`src/rtl/arm_mc_ctrl_if.sv`:
```
// Control/handshake bus between the multicycle ARM controller (master)
// and its datapath plus memory port (slave).
interface arm_mc_ctrl_if #(
   parameter int ALUC_W = 2
);
   logic [31:0]       Instr;
   logic [3:0]        ALUFlags;
   logic              mem_ready;
   logic              mem_req;
   logic              PCWrite;
   logic              IRWrite;
   logic              RegWrite;
   logic              MemWrite;
   logic              AdrSrc;
   logic              ALUSrcA;
   logic [1:0]        ALUSrcB;
   logic [1:0]        ResultSrc;
   logic [1:0]        ImmSrc;
   logic [1:0]        RegSrc;
   logic [ALUC_W-1:0] ALUControl;
   logic              fault;

   modport master (
      input  Instr, ALUFlags, mem_ready,
      output mem_req, PCWrite, IRWrite, RegWrite, MemWrite, AdrSrc, ALUSrcA,
             ALUSrcB, ResultSrc, ImmSrc, RegSrc, ALUControl, fault
   );

   modport slave (
      output Instr, ALUFlags, mem_ready,
      input  mem_req, PCWrite, IRWrite, RegWrite, MemWrite, AdrSrc, ALUSrcA,
             ALUSrcB, ResultSrc, ImmSrc, RegSrc, ALUControl, fault
   );
endinterface

```
`src/rtl/arm_mc_ctrl.sv`:
```
// Multicycle ARM controller FSM with memory handshake and condition flags.
// Define MC_TIMEOUT_EN to add the memory-wait timeout that latches FAULT.
module arm_mc_ctrl #(
   parameter int TIMEOUT_CYCLES = 16,
   parameter int ALUC_W         = 2
) (
   input  logic          clk,
   input  logic          reset,
   arm_mc_ctrl_if.master mc_io
);
   typedef enum logic [3:0] {
      S_FETCH, S_DECODE, S_MEMADR, S_MEMRD, S_MEMWB, S_MEMWR,
      S_EXECR, S_EXECI, S_ALUWB, S_BRANCH, S_FAULT
   } state_t;

   typedef struct packed {
      logic              mem_req;
      logic              pc_write;
      logic              ir_write;
      logic              reg_write;
      logic              mem_write;
      logic              adr_src;
      logic              alu_src_a;
      logic [1:0]        alu_src_b;
      logic [1:0]        result_src;
      logic [1:0]        imm_src;
      logic [1:0]        reg_src;
      logic [ALUC_W-1:0] alu_ctl;
   } ctl_t;

   localparam logic [3:0] CMD_CMP = 4'b1010;

   state_t            state_q, state_d, state_nx;
   logic [3:0]        flags_q, flags_d;
   ctl_t              ctl, ctl_o;
   logic              timeout;
   logic              cond_ok, alu_ok;
   logic [ALUC_W-1:0] alu_dec;

   logic [3:0] cond, cmd, rd;
   logic [1:0] op;
   logic       i_bit, s_bit;
   logic       n_f, z_f, c_f, v_f;
   logic       unused_instr;

   assign cond  = mc_io.Instr[31:28];
   assign op    = mc_io.Instr[27:26];
   assign i_bit = mc_io.Instr[25];
   assign cmd   = mc_io.Instr[24:21];
   assign s_bit = mc_io.Instr[20];
   assign rd    = mc_io.Instr[15:12];
   assign unused_instr = ^{mc_io.Instr[19:16], mc_io.Instr[11:0]};

   assign {n_f, z_f, c_f, v_f} = flags_q;

   always_comb begin
      case (cond)
         4'h0:    cond_ok = z_f;
         4'h1:    cond_ok = !z_f;
         4'h2:    cond_ok = c_f;
         4'h3:    cond_ok = !c_f;
         4'h4:    cond_ok = n_f;
         4'h5:    cond_ok = !n_f;
         4'h6:    cond_ok = v_f;
         4'h7:    cond_ok = !v_f;
         4'h8:    cond_ok = c_f && !z_f;
         4'h9:    cond_ok = !c_f || z_f;
         4'hA:    cond_ok = (n_f == v_f);
         4'hB:    cond_ok = (n_f != v_f);
         4'hC:    cond_ok = !z_f && (n_f == v_f);
         4'hD:    cond_ok = z_f || (n_f != v_f);
         4'hE:    cond_ok = 1'b1;
         default: cond_ok = 1'b0;
      endcase
   end

   // EOR only exists when ALUControl is wide enough to encode it
   always_comb begin
      alu_ok  = 1'b1;
      alu_dec = '0;
      case (cmd)
         4'b0100:          alu_dec = ALUC_W'(0);
         4'b0010, CMD_CMP: alu_dec = ALUC_W'(1);
         4'b0000:          alu_dec = ALUC_W'(2);
         4'b1100:          alu_dec = ALUC_W'(3);
         4'b0001: begin
            if (ALUC_W >= 3) alu_dec = ALUC_W'(4);
            else             alu_ok  = 1'b0;
         end
         default:          alu_ok  = 1'b0;
      endcase
   end

   always_ff @(posedge clk) begin
      if (!reset) begin
         state_q <= S_FETCH;
         flags_q <= '0;
      end else begin
         state_q <= state_d;
         flags_q <= flags_d;
      end
   end

   always_comb begin
      state_nx = state_q;
      flags_d  = flags_q;
      ctl      = '0;
      if (state_q != S_FAULT) begin
         ctl.imm_src = op;
         ctl.reg_src = {(op == 2'b01) && !s_bit, op == 2'b10};
      end
      case (state_q)
         S_FETCH: begin
            ctl.mem_req    = 1'b1;
            ctl.alu_src_a  = 1'b1;
            ctl.alu_src_b  = 2'b10;
            ctl.result_src = 2'b10;
            ctl.ir_write   = mc_io.mem_ready;
            ctl.pc_write   = mc_io.mem_ready;
            if (mc_io.mem_ready) state_nx = S_DECODE;
         end
         S_DECODE: begin
            ctl.alu_src_a = 1'b1;
            ctl.alu_src_b = 2'b10;
            if (!cond_ok)           state_nx = S_FETCH;
            else if (op == 2'b01)   state_nx = S_MEMADR;
            else if (op == 2'b10)   state_nx = S_BRANCH;
            else if (op == 2'b00)   state_nx = i_bit ? S_EXECI : S_EXECR;
            else                    state_nx = S_FETCH;
         end
         S_MEMADR: begin
            ctl.alu_src_b = 2'b01;
            state_nx      = s_bit ? S_MEMRD : S_MEMWR;
         end
         S_MEMRD: begin
            ctl.mem_req = 1'b1;
            ctl.adr_src = 1'b1;
            if (mc_io.mem_ready) state_nx = S_MEMWB;
         end
         S_MEMWR: begin
            ctl.mem_req   = 1'b1;
            ctl.mem_write = 1'b1;
            ctl.adr_src   = 1'b1;
            if (mc_io.mem_ready) state_nx = S_FETCH;
         end
         S_MEMWB: begin
            ctl.result_src = 2'b01;
            ctl.reg_write  = 1'b1;
            ctl.pc_write   = (rd == 4'hF);
            state_nx       = S_FETCH;
         end
         S_EXECR, S_EXECI: begin
            ctl.alu_src_b = (state_q == S_EXECI) ? 2'b01 : 2'b00;
            ctl.alu_ctl   = alu_dec;
            if (s_bit || cmd == CMD_CMP) flags_d = mc_io.ALUFlags;
            state_nx = (alu_ok && cmd != CMD_CMP) ? S_ALUWB : S_FETCH;
         end
         S_ALUWB: begin
            ctl.reg_write = 1'b1;
            ctl.pc_write  = (rd == 4'hF);
            state_nx      = S_FETCH;
         end
         S_BRANCH: begin
            ctl.alu_src_b  = 2'b01;
            ctl.result_src = 2'b10;
            ctl.pc_write   = 1'b1;
            state_nx       = S_FETCH;
         end
         S_FAULT: state_nx = S_FAULT;
         default: state_nx = S_FETCH;
      endcase
   end

   assign state_d = timeout ? S_FAULT : state_nx;

`ifdef MC_TIMEOUT_EN
   // Wait count runs only while a requesting state sees no mem_ready
   logic [7:0] wait_q, wait_d;
   logic       mem_wait;

   assign mem_wait = (state_q == S_FETCH || state_q == S_MEMRD || state_q == S_MEMWR)
                     && !mc_io.mem_ready;

   always_comb begin
      wait_d  = '0;
      timeout = 1'b0;
      if (mem_wait) begin
         wait_d  = wait_q + 8'd1;
         timeout = (wait_d == 8'(TIMEOUT_CYCLES));
      end
   end

   always_ff @(posedge clk) begin
      if (!reset)                 wait_q <= '0;
      else if (state_d != state_q) wait_q <= '0;
      else                        wait_q <= wait_d;
   end

   assign mc_io.fault = reset && (state_q == S_FAULT);
`else
   assign timeout     = 1'b0;
   assign mc_io.fault = 1'b0;
`endif

   assign ctl_o = reset ? ctl : '0;

   assign mc_io.mem_req    = ctl_o.mem_req;
   assign mc_io.PCWrite    = ctl_o.pc_write;
   assign mc_io.IRWrite    = ctl_o.ir_write;
   assign mc_io.RegWrite   = ctl_o.reg_write;
   assign mc_io.MemWrite   = ctl_o.mem_write;
   assign mc_io.AdrSrc     = ctl_o.adr_src;
   assign mc_io.ALUSrcA    = ctl_o.alu_src_a;
   assign mc_io.ALUSrcB    = ctl_o.alu_src_b;
   assign mc_io.ResultSrc  = ctl_o.result_src;
   assign mc_io.ImmSrc     = ctl_o.imm_src;
   assign mc_io.RegSrc     = ctl_o.reg_src;
   assign mc_io.ALUControl = ctl_o.alu_ctl;
endmodule
```
`src/flat_wrapper.sv`:
```
// flat-port wrapper written by rule: the top's interface ports become plain ports
module arm_mc_ctrl_flat 
#(
   parameter int TIMEOUT_CYCLES = 16,
   parameter int ALUC_W         = 2
)
  (clk, reset, mc_io_Instr, mc_io_ALUFlags, mc_io_mem_ready, mc_io_mem_req, mc_io_PCWrite, mc_io_IRWrite, mc_io_RegWrite, mc_io_MemWrite, mc_io_AdrSrc, mc_io_ALUSrcA, mc_io_ALUSrcB, mc_io_ResultSrc, mc_io_ImmSrc, mc_io_RegSrc, mc_io_ALUControl, mc_io_fault);
  arm_mc_ctrl_if #(.ALUC_W(ALUC_W)) mc_io_i ();
  input  logic clk;
  input  logic reset;
  input wire logic [$bits(mc_io_i.Instr)-1:0] mc_io_Instr;
  input wire logic [$bits(mc_io_i.ALUFlags)-1:0] mc_io_ALUFlags;
  input wire logic [$bits(mc_io_i.mem_ready)-1:0] mc_io_mem_ready;
  output wire logic [$bits(mc_io_i.mem_req)-1:0] mc_io_mem_req;
  output wire logic [$bits(mc_io_i.PCWrite)-1:0] mc_io_PCWrite;
  output wire logic [$bits(mc_io_i.IRWrite)-1:0] mc_io_IRWrite;
  output wire logic [$bits(mc_io_i.RegWrite)-1:0] mc_io_RegWrite;
  output wire logic [$bits(mc_io_i.MemWrite)-1:0] mc_io_MemWrite;
  output wire logic [$bits(mc_io_i.AdrSrc)-1:0] mc_io_AdrSrc;
  output wire logic [$bits(mc_io_i.ALUSrcA)-1:0] mc_io_ALUSrcA;
  output wire logic [$bits(mc_io_i.ALUSrcB)-1:0] mc_io_ALUSrcB;
  output wire logic [$bits(mc_io_i.ResultSrc)-1:0] mc_io_ResultSrc;
  output wire logic [$bits(mc_io_i.ImmSrc)-1:0] mc_io_ImmSrc;
  output wire logic [$bits(mc_io_i.RegSrc)-1:0] mc_io_RegSrc;
  output wire logic [$bits(mc_io_i.ALUControl)-1:0] mc_io_ALUControl;
  output wire logic [$bits(mc_io_i.fault)-1:0] mc_io_fault;
  assign mc_io_i.Instr = mc_io_Instr;
  assign mc_io_i.ALUFlags = mc_io_ALUFlags;
  assign mc_io_i.mem_ready = mc_io_mem_ready;
  assign mc_io_mem_req = mc_io_i.mem_req;
  assign mc_io_PCWrite = mc_io_i.PCWrite;
  assign mc_io_IRWrite = mc_io_i.IRWrite;
  assign mc_io_RegWrite = mc_io_i.RegWrite;
  assign mc_io_MemWrite = mc_io_i.MemWrite;
  assign mc_io_AdrSrc = mc_io_i.AdrSrc;
  assign mc_io_ALUSrcA = mc_io_i.ALUSrcA;
  assign mc_io_ALUSrcB = mc_io_i.ALUSrcB;
  assign mc_io_ResultSrc = mc_io_i.ResultSrc;
  assign mc_io_ImmSrc = mc_io_i.ImmSrc;
  assign mc_io_RegSrc = mc_io_i.RegSrc;
  assign mc_io_ALUControl = mc_io_i.ALUControl;
  assign mc_io_fault = mc_io_i.fault;
  arm_mc_ctrl #(.TIMEOUT_CYCLES(TIMEOUT_CYCLES), .ALUC_W(ALUC_W)) u_core (.clk(clk), .reset(reset), .mc_io(mc_io_i));
endmodule
```
`config.mk`:
```
export PLATFORM = sky130hd
export DESIGN_NAME = arm_mc_ctrl_flat
export DESIGN_NICKNAME = d
export VERILOG_FILES = /design/src/rtl/arm_mc_ctrl_if.sv /design/src/rtl/arm_mc_ctrl.sv /design/src/flat_wrapper.sv
export SDC_FILE = /design/constraint.sdc
export NUM_CORES = 1
export LEC_CHECK = 0
export ABC_AREA = 1
export BUFFER_PORTS_ARGS = -buffer_cell sky130_fd_sc_hd__buf_2
export CAP_MARGIN = 30
export CORE_ASPECT_RATIO = 0.9
export CORE_MARGIN = 5
export CORE_UTILIZATION = 46
export CTS_CLUSTER_DIAMETER = 30
export DETAILED_ROUTE_END_ITERATION = 8
export PLACE_DENSITY_LB_ADDON = 0.12
export SLEW_MARGIN = 10
export SYNTH_ARGS = -nofsm -noshare
export SYNTH_HDL_FRONTEND = slang
export SYNTH_SLANG_ARGS = --single-unit
export TNS_END_PERCENT = 5
```
`constraint.sdc`:
```
create_clock -name clk -period 2.7 [get_ports clk]
set_clock_uncertainty 0.15 [all_clocks]
set_input_delay 0.54 -clock clk [delete_from_list [all_inputs] [get_ports clk]]
set_output_delay 0.54 -clock clk [all_outputs]
set_load 0.01 [all_outputs]
```
==> metrics.txt, run 1 <==
Max Root-Sink Buffers 2; TritonCTS buffer count 3; top-count cell post-synth nand2_1; met3 WL 168 um; critical hold path startpoint u_core.flags_q[1]; antenna viol nets, final 0; hpwl dp 2.04 mm; Synth top area share 17.5%; HP Class register to register; die area 0.00298 mm^2; clk sink count 8; r2r startpoint u_core.state_q[2]; Yosys cell types 27; WP data required 2.01 ns; initial antenna violation count 0; core area roughly 0.0019 mm^2; max incr delay on CP 0.34 ns; Synth Cell Area 916 um^2; LEAKAGE 0.622 nW; I/O Buffers 39; CP delay by family, top simple AND/OR/NAND/NOR gates; antenna cells 0; clk root buf clkbuf_4; drt pass-1 iters 4; max cap viols 0; row count 15; Synth async-reset ratio 0%; Post-synth top cells nand2_1 (32), inv_1 (30), nor2_1 (27); Worst R2R End u_core.state_q[2]; per-cell routed wire length approximately 10 um; Final Hold Viols 0; Syn Nets 207; global-route usage over all layers 16.3%; crit-path most repeated cell nor2_1; Critical Path Fanout Max 5; grt ovf 0; RSZ-0062 raised after global routing false; Max Freq between 0.4 and 0.5 GHz; crit path max-delay cell type dfxtp_1; Total Wirelength approximately 2.4 mm; initial core utilization 47.8%; ys flop type dfxtp_1; first-pass GRT wire length 3.86 mm; CTS tree yes; sequential area share after synthesis about 17%; Hold Crit Depth 2; number of global-route vias before repair around 940; setup repair bufs after CTS 0; die width 57.0 um; CTS Hold Bufs 0; vias per cell 4.97; Util after Layout between 50% and 60%; Critical Path End Type output pin; WHS Endpoint u_core.flags_q[1]; Yosys warning count 0; Post-synth EDFFs 0; fin. max-slew vios 0; clock slew at the register clock pins of the worst setup and hold paths roughly 0.06 ns; Die Ht 52.3 um; DR iter-0 viols 48; status complete, no violations; total negative setup slack 0 ns; worst skew pair latency approximately 0.26 ns; synthesized instance count between 150 and 200; final setup violation count 0; layout cells sized above 1 28.6%; vias 1149; clock period minus worst slack 2.18 ns; Yosys reg bits 8; Pwr Density 321 mW/mm^2; crit path DAT 1.49 ns; Boundary Pins 57; synthesized area per cell 5.45 um^2; metal1 wirelength 1.10 mm; Crit Path Category register to output pin; CP startpoint kind register; Nets 247; Placed Cells 228; metal2 WL 1.10 mm; Top Layer Used met4; synth top area cells dfxtp_1 (17%), nand2_1 (13%), inv_1 (12%); final routed DRC violation total 0; routability cong. 0.887; non-filler instance count after layout 231; R2R cell count 8; H-Tree Depth 1; fin crit share 80.7%; peak supply drop 268 uV; crit-path cells nor2_1 > inv_2 > nor2_1 > inv_1 > a21oi_1 > buf_2; Area Growth Syn to Fin 23.5%; CTS resizes 0; worst path bufs/invs 3; pin count of the biggest net entering global routing 15; Yosys top cell by area dfxtp_1; r2r setup slk 1.14 ns
## logic make-up after synthesis
group | after synthesis | synth area share (%)
other | 1 | 0.409
and+or+nand+nor | 92 | 46.5
AOI/OAI and AO/OA | 27 | 17.2
buffers and inverters | 40 | 18.4
DFF | 8 | 17.5
## routing by layer
| layer | vias up | GRT usage (%) |
|---|---|---|
| li1 | 611 | - |
| met1 | 504 | 21.6 |
| met2 | 30 | 26.4 |
| met3 | 4 | 2.71 |
| met4 | 0 | 5.79 |
| met5 | - | 0 |
## through the flow
stage               area (um^2)  setup WS (ns)  hold slack (ns)  power, mW
detailed placement         1110          0.654            0.355      0.271
CTS                        1130          0.526            0.363      0.366
global route               1130          0.374            0.397      0.391
floorplan                   916          0.856            0.322      0.226
finish                     1130          0.520            0.361      0.363
global placement           1110          0.690            0.349      0.268
## power breakdown
| part | leakage (nW) | switching [mW] | internal (mW) |
|---|---|---|---|
| Clock | 0.0138 | 0.0438 | 0.0511 |
| Sequential | 0.0648 | 0.00488 | 0.122 |
| Combinational | 0.544 | 0.0874 | 0.0538 |
## worst reg2reg max path, stage by stage, from the launching register on
cell     delay, ns
dfxtp_1       0.34
nor2_1        0.18
inv_2         0.12
nor2_1        0.22
nor3_2        0.08
nor2_1        0.13
inv_1         0.07
nand2_1       0.09
a21oi_2       0.06
## layout make-up
| type | count | area [um^2] |
|---|---|---|
| clock buffers | 3 | 22.5 |
| fillers | 207 | 783 |
| inverters | 36 | 135 |
| multi-input cells | 120 | 587 |
| flip-flops and latches | 8 | 160 |
| well taps | 25 | 31.3 |
| repair buffers | 39 | 195 |
## cells in the final DEF (no fill, tap or decap), types with 2 or more instances in the layout
master,n
buf_2,39
nand2_1,32
inv_1,30
nor2_1,27
nand3_1,13
a21oi_1,12
o21ai_0,9
nor3_1,8
dfxtp_1,8
inv_2,5
a21oi_2,3
clkbuf_4,3
nor2_2,2
nor3_2,2
nand3b_1,2
## how the worst max path moves through the flow
stage / start / endpoint / slack (ns) / cells past startpoint
final: u_core.state_q[2] / mc_io_ResultSrc[1] / 0.52 / 6
after global routing: u_core.state_q[2] / mc_io_ResultSrc[1] / 0.37 / 6
after CTS: u_core.state_q[0] / mc_io_PCWrite / 0.53 / 9
after detailed placement: reset / mc_io_ALUSrcA / 0.65 / 4
after global placement: reset / mc_io_ALUSrcB[1] / 0.69 / 4
after floorplan: reset / mc_io_ALUSrcB[1] / 0.86 / 3
## registers in the layout, summed over array words and instances (netlist names)
register and cells:
u_core.flags_q 4, u_core.state_q 4
Power figures use the tool's default switching activity.
==> run 2, diff against run 1 <==
Settings changed: CORE_UTILIZATION 46 to 42.
Clock period 2.7 ns to 2.17 ns, I/O delays scaled along.
==> metrics.txt, run 2 (synthesized netlist as in run 1, its figures left out) <==
most frequent cells in the layout buf_2 (39), nand2_1 (32), inv_1 (30); commonest non-fill, non-tap cell in the layout buf_2; Critical Path Fanout Max 3; Nets roughly 250; max cap viols 0; H-Tree Depth 1; fin crit share between 90 and 100%; status complete, no violations; crit path max-delay cell type dfxtp_1; register area 161 um^2; per-cell routed wire length roughly 11 um; fin. max-slew vios 0; vias per cell 4.82; clock slew at the register clock pins of the worst setup and hold paths 0.05 ns; CP startpoint kind register; first-pass GRT wire length 4.20 mm; hpwl dp 2.15 mm; worst skew pair latency 0.25 ns; Placed Cells ~230; R2R cell count 11; TritonCTS buffer count 3; Util after Layout 54.2%; initial core utilization between 40 and 50%; LEAKAGE between 0.6 and 0.7 nW; number of global-route vias before repair 1014; DR iter-0 viols 25; max incr delay on CP 0.35 ns; non-filler instance count after layout 234; Clk pwr share about a quarter; clk sink count 8; final routed DRC violation total 0; Boundary Pins 57; area occupied by multi-input gates 594 um^2; core area 0.00212 mm^2; die area 0.00322 mm^2; clock period minus worst slack 2.08 ns; Final Hold Viols 0; Logic pwr share between 40% and 50%; Area Growth Syn to Fin 25.5%; grt ovf 0; Internal 0.286 mW; crit path DAT 1.49 ns; clk root buf clkbuf_4; row count 16; total negative setup slack 0 ns; WP data required 1.59 ns; NetSw 0.169 mW; I/O Buffers 39; routability cong. between 0.8 and 0.9; crit-path cells inv_1 > nor2_1 > inv_1 > nor2_1 > inv_1 > o21ai_0 > a21oi_1 > nor2_1 > buf_2; Pwr Density 395 mW/mm^2; sequential power share 35.3%; Crit Path Category register to output pin; HP Class input pin to register; layout cells sized above 1 30.0%; initial antenna violation count 0; antenna viol nets, final 0; Max Root-Sink Buffers 2; pin count of the biggest net entering global routing 15; peak supply drop 230 uV; Total Wirelength 2.51 mm; global-route usage over all layers 17.0%; CTS Hold Bufs 0; Fillers 260; Sw Ratio 37.1%; RSZ-0062 raised after global routing false; drt pass-1 iters 4; Die Ht about 54 um; top flop regs u_core.flags_q (4), u_core.state_q (4); Hold Crit Depth 3; vias 1129; Max Freq 0.481 GHz; setup repair bufs after CTS 0; final setup violation count 0; Critical Path End Type output pin; die width 59.2 um; CTS tree yes; antenna cells 0
==> run 2: final cells by class <==
| class | count | share of cell area [%] |
|---|---|---|
| Sequential cell | 8 | 14.0 |
| Timing Repair Buffer | 40 | 17.6 |
| Multi-Input combinational cell | 120 | 51.7 |
| Inverter | 36 | 11.8 |
| Clock buffer | 3 | 1.96 |
| Tap cell | 27 | 2.94 |
==> run 2: timing repair <==
action	in CTS	in global routing
resized for setup	0	3
hold endpoints to repair	0	0
endpoints found under the setup margin	0	3
==> run 2: per-stage QoR <==
stage	worst slack, ns	hold slack, ns	power (mW)	cell area [um^2]
after floorplan	0.528	0.322	0.281	916
after global placement	0.376	0.350	0.338	1120
after detailed placement	0.375	0.363	0.342	1120
after CTS	0.0967	0.269	0.457	1140
after global routing	0.00260	0.291	0.492	1150
final	0.0920	0.278	0.454	1150
==> run 2: final timing paths <==
path	start	to	slack (ns)
hold reg to reg	u_core.state_q[0]	u_core.state_q[0]	0.36
hold / removal	mc_io_ALUFlags[2]	u_core.flags_q[2]	0.28
setup reg to reg	u_core.flags_q[0]	u_core.state_q[2]	0.65
setup / recovery	u_core.state_q[3]	mc_io_PCWrite	0.09
==> run 2: power by group through the flow <==
stage	combinational (mW)	sequential (mW)	clock, mW
2_1_floorplan	0.121	0.160	0
3_3_place_gp	0.175	0.163	0
3_5_place_dp	0.179	0.162	0
4_1_cts	0.180	0.159	0.118
5_1_grt	0.206	0.161	0.126
6_report	0.182	0.160	0.112
==> run 2: routing by layer <==
| metal | vias to the layer above | share of wire (%) | track usage, % |
|---|---|---|---|
| met5 | - | 0 | 0 |
| li1 | 610 | - | - |
| met4 | 0 | 0.48 | 4.91 |
| met2 | 40 | 45 | 26.7 |
| met3 | 2 | 9.0 | 5.19 |
| met1 | 477 | 46 | 22.3 |
==> run 2: critical path: cells and delay by family (launching register included) <==
family	cells	cell delay [ns]
DFF	1	0.35
buffers and inverters	4	0.35
and+or+nand+nor	3	0.42
AOI/OAI and AO/OA	2	0.13
